**src/rtl/lut_key_finder_pkg.sv**
```systemverilog
// Shared definitions for the LUT key finder: FSM encoding, index width and
// the {key, data} pair layout used by the forward mux blocks as well.
package lut_key_finder_pkg;

  typedef enum logic [1:0] {
    IDLE = 2'd0,
    SCAN = 2'd1,
    RESP = 2'd2
  } state_t;

  // Index width never collapses to zero, even for a single-entry table.
  function automatic int idx_width(input int nr_key);
    return (nr_key > 1) ? $clog2(nr_key) : 1;
  endfunction

  // A pair is {key, data}: key in the upper bits, data in the lower bits.
  function automatic int pair_width(input int key_len, input int data_len);
    return key_len + data_len;
  endfunction

endpackage

```
**src/rtl/lut_key_finder_entry_slice.sv**
```systemverilog
// lut_entry_slice: combinational extraction of key/data of entry idx from a
// packed {key, data} LUT.
module lut_entry_slice
  import lut_key_finder_pkg::*;
#(
  parameter int NR_KEY   = 2,
  parameter int KEY_LEN  = 1,
  parameter int DATA_LEN = 1,
  localparam int IDX_W   = idx_width(NR_KEY),
  localparam int P       = pair_width(KEY_LEN, DATA_LEN)
) (
  input  logic [NR_KEY*P-1:0] lut,
  input  logic [IDX_W-1:0]    idx,
  output logic [KEY_LEN-1:0]  key,
  output logic [DATA_LEN-1:0] data
);

  logic [P-1:0] pairs [NR_KEY];
  logic [P-1:0] entry;

  for (genvar g = 0; g < NR_KEY; g++) begin : g_pair
    assign pairs[g] = lut[g*P +: P];
  end

  assign entry = pairs[idx];
  assign key   = entry[P-1:DATA_LEN];
  assign data  = entry[DATA_LEN-1:0];

endmodule

```
**src/rtl/lut_key_finder.sv**
```systemverilog
// Reverse LUT search: returns the key of the lowest-index entry whose data
// equals the request. LUT_KEY_FINDER_PARALLEL_EN selects a one-cycle scan.
module lut_key_finder
  import lut_key_finder_pkg::*;
#(
  parameter int NR_KEY   = 2,
  parameter int KEY_LEN  = 1,
  parameter int DATA_LEN = 1,
  localparam int IDX_W   = idx_width(NR_KEY),
  localparam int LUT_W   = NR_KEY * pair_width(KEY_LEN, DATA_LEN)
) (
  input  logic                clk,
  input  logic                rst_n,
  input  logic                req_valid,
  output logic                req_ready,
  input  logic [DATA_LEN-1:0] req_data,
  input  logic [KEY_LEN-1:0]  default_key,
  input  logic [LUT_W-1:0]    lut,
  output logic                rsp_valid,
  input  logic                rsp_ready,
  output logic [KEY_LEN-1:0]  rsp_key,
  output logic                rsp_hit,
  output logic [IDX_W-1:0]    rsp_idx
);

  state_t state_q, state_d;
  logic   cap_en, rsp_load, rsp_clr;

  logic [DATA_LEN-1:0] req_data_p0;
  logic [KEY_LEN-1:0]  def_key_p0;
  logic [LUT_W-1:0]    lut_p0;

  logic                match_any, last_entry;
  logic [KEY_LEN-1:0]  match_key;
  logic [IDX_W-1:0]    match_idx;

  logic                vld_p1, rsp_hit_p1;
  logic [KEY_LEN-1:0]  rsp_key_p1;
  logic [IDX_W-1:0]    rsp_idx_p1;

  // Stage p0: request, default key and table captured at acceptance
  always_ff @(posedge clk) begin
    if (cap_en) begin
      req_data_p0 <= req_data;
      def_key_p0  <= default_key;
      lut_p0      <= lut;
    end
  end

`ifndef LUT_KEY_FINDER_PARALLEL_EN
  logic [IDX_W-1:0]    idx_p0;
  logic [KEY_LEN-1:0]  cur_key;
  logic [DATA_LEN-1:0] cur_data;

  lut_entry_slice #(
    .NR_KEY  (NR_KEY),
    .KEY_LEN (KEY_LEN),
    .DATA_LEN(DATA_LEN)
  ) u_slice (
    .lut (lut_p0),
    .idx (idx_p0),
    .key (cur_key),
    .data(cur_data)
  );

  // Counter stops at the last entry; the FSM leaves SCAN there.
  always_ff @(posedge clk) begin
    if (!rst_n)                                 idx_p0 <= '0;
    else if (cap_en)                            idx_p0 <= '0;
    else if (state_q == SCAN && !last_entry)    idx_p0 <= idx_p0 + 1'b1;
  end

  always_comb begin
    match_any  = (cur_data == req_data_p0);
    match_key  = cur_key;
    match_idx  = idx_p0;
    last_entry = (idx_p0 == IDX_W'(NR_KEY - 1));
  end
`else
  logic [KEY_LEN-1:0]  all_key  [NR_KEY];
  logic [DATA_LEN-1:0] all_data [NR_KEY];

  for (genvar g = 0; g < NR_KEY; g++) begin : g_slice
    lut_entry_slice #(
      .NR_KEY  (NR_KEY),
      .KEY_LEN (KEY_LEN),
      .DATA_LEN(DATA_LEN)
    ) u_slice (
      .lut (lut_p0),
      .idx (IDX_W'(g)),
      .key (all_key[g]),
      .data(all_data[g])
    );
  end

  // Walk from the top down so the lowest matching index is the last to win.
  always_comb begin
    match_any  = 1'b0;
    match_key  = '0;
    match_idx  = '0;
    last_entry = 1'b1;
    for (int i = NR_KEY - 1; i >= 0; i--) begin
      if (all_data[i] == req_data_p0) begin
        match_any = 1'b1;
        match_key = all_key[i];
        match_idx = IDX_W'(i);
      end
    end
  end
`endif

  always_comb begin
    state_d  = state_q;
    cap_en   = 1'b0;
    rsp_load = 1'b0;
    rsp_clr  = 1'b0;
    unique case (state_q)
      IDLE: if (req_valid) begin
        cap_en  = 1'b1;
        state_d = SCAN;
      end
      SCAN: if (match_any || last_entry) begin
        rsp_load = 1'b1;
        state_d  = RESP;
      end
      RESP: if (rsp_ready) begin
        rsp_clr = 1'b1;
        state_d = IDLE;
      end
      default: state_d = IDLE;
    endcase
  end

  // Stage p1: response registers, held until the consumer accepts
  always_ff @(posedge clk) begin
    if (!rst_n) begin
      state_q    <= IDLE;
      vld_p1     <= 1'b0;
      rsp_key_p1 <= '0;
      rsp_hit_p1 <= 1'b0;
      rsp_idx_p1 <= '0;
    end else begin
      state_q <= state_d;
      if (rsp_load) begin
        vld_p1     <= 1'b1;
        rsp_hit_p1 <= match_any;
        rsp_key_p1 <= match_any ? match_key : def_key_p0;
        rsp_idx_p1 <= match_any ? match_idx : '0;
      end else if (rsp_clr) begin
        vld_p1 <= 1'b0;
      end
    end
  end

  assign req_ready = (state_q == IDLE);
  assign rsp_valid = vld_p1;
  assign rsp_key   = rsp_key_p1;
  assign rsp_hit   = rsp_hit_p1;
  assign rsp_idx   = rsp_idx_p1;

endmodule

```
**config.mk**
```make
export PLATFORM = sky130hd
export DESIGN_NAME = lut_key_finder
export DESIGN_NICKNAME = d
export VERILOG_FILES = /design/src/rtl/lut_key_finder_pkg.sv /design/src/rtl/lut_key_finder_entry_slice.sv /design/src/rtl/lut_key_finder.sv
export SDC_FILE = /design/constraint.sdc
export NUM_CORES = 1
export LEC_CHECK = 0
export CAP_MARGIN = 0
export CORE_AREA = 2 2 39 41
export DETAILED_ROUTE_END_ITERATION = 8
export DIE_AREA = 0 0 41 43
export PLACE_DENSITY_LB_ADDON = 0.3
export SKIP_LAST_GASP = 1
export SYNTH_ARGS = -nofsm -noshare
export SYNTH_HDL_FRONTEND = slang
export SYNTH_HIERARCHICAL = 1
export SYNTH_SLANG_ARGS = --single-unit
export TNS_END_PERCENT = 10
```
**constraint.sdc**
```tcl
create_clock -name clk -period 1.5 [get_ports clk]
set_input_delay 0.3 -clock clk [delete_from_list [all_inputs] [get_ports clk]]
set_output_delay 0.3 -clock clk [all_outputs]
set_load 0.01 [all_outputs]
```
==> results.toml <==
[run_status]
status = "complete, no violations"

[detailed_routing]
num_vias = 405
drc = 0
routedWlPerCell_um = 11.0
met3_length_um = 37
drt_wl_total_um = 936
drt_iter0_drc = 5
dr.pass1.iters = 3
ant_nets = 0
wl_met1_um = 423
top_layer_used = "met4"
wl_met2_um = 442
vias_per_cell = 4.76

[yosys]
synth_area_leaders = "edfxtp_1 (34%), dfxtp_1 (26%), mux2_2 (4.2%)"
muxShareOfSynthArea = 0.0420
synth_top_family_by_area = "compound AO/OA/AOI/OAI gates"
async_flop_share = 0
synth_top_area_frac = 0.336
netlist_instances = 48
synth_area_per_cell_um2 = 11.2
netlist_top_cells_count = "dfxtp_1 (7), edfxtp_1 (6), inv_1 (5)"
synth_largest_area_cell = "edfxtp_1"
yosysSeqAreaShare = 0.597
yosys.area_share.simple = 0.138
synth_nets = 58
synth-seq-cells = 13
synth_warnings = 6
syn_area_um2 = 537
synth-xor-area-share = 0.0326
synth_compound_area_frac = 0.142
synth_flop_cell = "dfxtp_1"
synth_cell_type_count = 23
yosysMostFrequentCell = "dfxtp_1"
synth_edf_count = 6
synthAdderAreaFrac = 0

[flow_run]
max_cap_viol_count = 0

[sta]
relSlewSlack = 0.864
grt_setup_unrepaired = "true"
setup_viol = 0
finalCritPeriodShare = 0.978
hold_violations = 0
fmax_ghz = 0.682
min_period_ns = 1.47
finalClockSkew_ns = 0.0114
tightest_slew_ns = 0.203
slew_viol_final = 0
holdWs_ns = 0.481

[setup_path]
worstSetupPathType = "flop to primary output"
cp_num_buf_inv = 1
crit_path_start_kind = "flop"
cp.required_ns = 1.20
r2r-end = "rsp_idx"
cp_top_family = "buffers and inverters"
critical_path.max_stage_delay_ns = 0.54
worstSetupEndpointType = "primary output"
r2r-start = "idx_p0"
cpMaxStageDelayCell = "clkdlybuf4s50_1"
reg2regPathDepth = 4
worstSetupStartpoint = "rsp_key"
cp_cell_sequence = "clkdlybuf4s50_1"
arrival_ns = 1.17
critical_path_peak_fanout = 3
reg2reg_slack_ns = 0.18

[floorplanning]
rows = 14
ios = 15
start_util = 0.388
design.core.area_um2 = 1380
die_area_um2 = 1760
die_h_um = 43
die_x_um = 41

[power_and_ir_drop]
ir_worst_vdd_uv = 652
power_density_nw_per_um2 = 1040
power.total_uw = 786
power.leakage_nw = 0.278

[placed_design]
numPortBuffers = 14
hpwl_um = 691
gp_routability_congestion = 0.728

[clocking]
clockBufferDepth = 2
ctsRootBufferMaster = "clkbuf_4"
h-tree-depth = 1
clkTransAtPathRegs_ns = 0.08
cts_inserted_buffers = 3
numClockSinks = 13
cts_tree = "yes"
post-cts-setup-buffers = 0
clk_latency_ns = 0.27

[final_layout]
layout.nets = 80
area_growth_pct = 40.1
drive_gt1_frac = 0.159
insertedDiodeCount = 0

[min_path]
min_from = "rsp_idx"
hold_path_class = "flop to flop"
hold_depth = 2
holdPathEnd = "rsp_idx"

[global_route]
grt_pass1_vias = 380
grt.total_usage = 0.141
grt_overflow_total = 0
antenna_found_initial = 0
grt_pass1_wl_um = 1580
grt_max_degree = 9
-- kinds of logic (layout without fill, tap and decap cells) --
family                    after synthesis  after routing
muxes                                   2              2
xor gates and xnor gates                2              2
AOI/OAI and AO/OA                      12             12
and+or+nand+nor                        13             13
buffers and inverters                   6             27
DFF                                    13             13
-- worst max-delay path by stage --
| stage | endpoint | slack [ns] | depth (start not counted) |
|---|---|---|---|
| detailed placement | lut_p0[0] | 0.07 | 4 |
| finish | rsp_key | 0.03 | 1 |
| global placement | lut_p0[2] | 0.07 | 4 |
| CTS | rsp_key | 0.03 | 1 |
| floorplan | state_q[1] | 0.15 | 4 |
| global route | rsp_key | -0.02 | 1 |
-- flip-flops by register name, summed over array words and instances (netlist names) --
register	count
req_data_p0	1
idx_p0	1
def_key_p0	1
rsp_valid	1
rsp_hit	1
lut_p0	4
state_q	2
rsp_idx	1
rsp_key	1
-- stage by stage --
step           TNS (ns)  std cells  instance area, um2  utilization  setup slack (ns)
5_1_grt         -0.0320         85                 752        0.543           -0.0167
6_report              0         85                 752        0.543            0.0330
4_1_cts               0         85                 744        0.538            0.0254
3_3_place_gp          0         81                 719        0.520            0.0663
2_1_floorplan         0         48                 537            -             0.148
3_5_place_dp          0         81                 719        0.520            0.0660
-- where the power goes --
group | total, mW | internal (mW) | leakage, nW | switching [mW]
clock network | 0.212 | 0.103 | 0.0150 | 0.109
registers | 0.417 | 0.403 | 0.115 | 0.0134
logic | 0.157 | 0.0862 | 0.149 | 0.0704
total | 0.786 | 0.592 | 0.278 | 0.193
-- layout make-up --
class	count	area (um2)
inverter	5	18.8
timing repair buffer	18	169
clock buffer	4	26.3
multi-input combinational	29	198
tap	16	20.0
sequential	13	320
fill	136	632
-- metal layers --
| layer | up-vias | GRT usage |
|---|---|---|
| li1 | 213 | - |
| met1 | 179 | 0.161 |
| met2 | 9 | 0.197 |
| met3 | 4 | 0.0681 |
| met4 | 0 | 0.100 |
| met5 | - | 0 |
-- cell usage in the layout, fill, tap and decap left out, drive strengths merged --
cell type,count
and4b,1
nand2,3
o21ai,3
inv,5
dfxtp,7
mux2,2
and2b,1
o21a,2
clkdlybuf4s50,13
nor2,1
a31oi,3
o32ai,1
nor3b,1
buf,4
clkbuf,4
xnor2,1
xor2,1
edfxtp,6
nor2b,2
nand3,1
a21oi,3
nor3,2
dlygate4sd2,1
nand2b,1
-- repair_timing --
action,4_1_cts,5_1_grt
setup endpoints to repair,1,4
gates cloned,0,0
hold buffers,0,0
resized for setup,1,1
No activity file was read; power rests on OpenSTA's default activity.
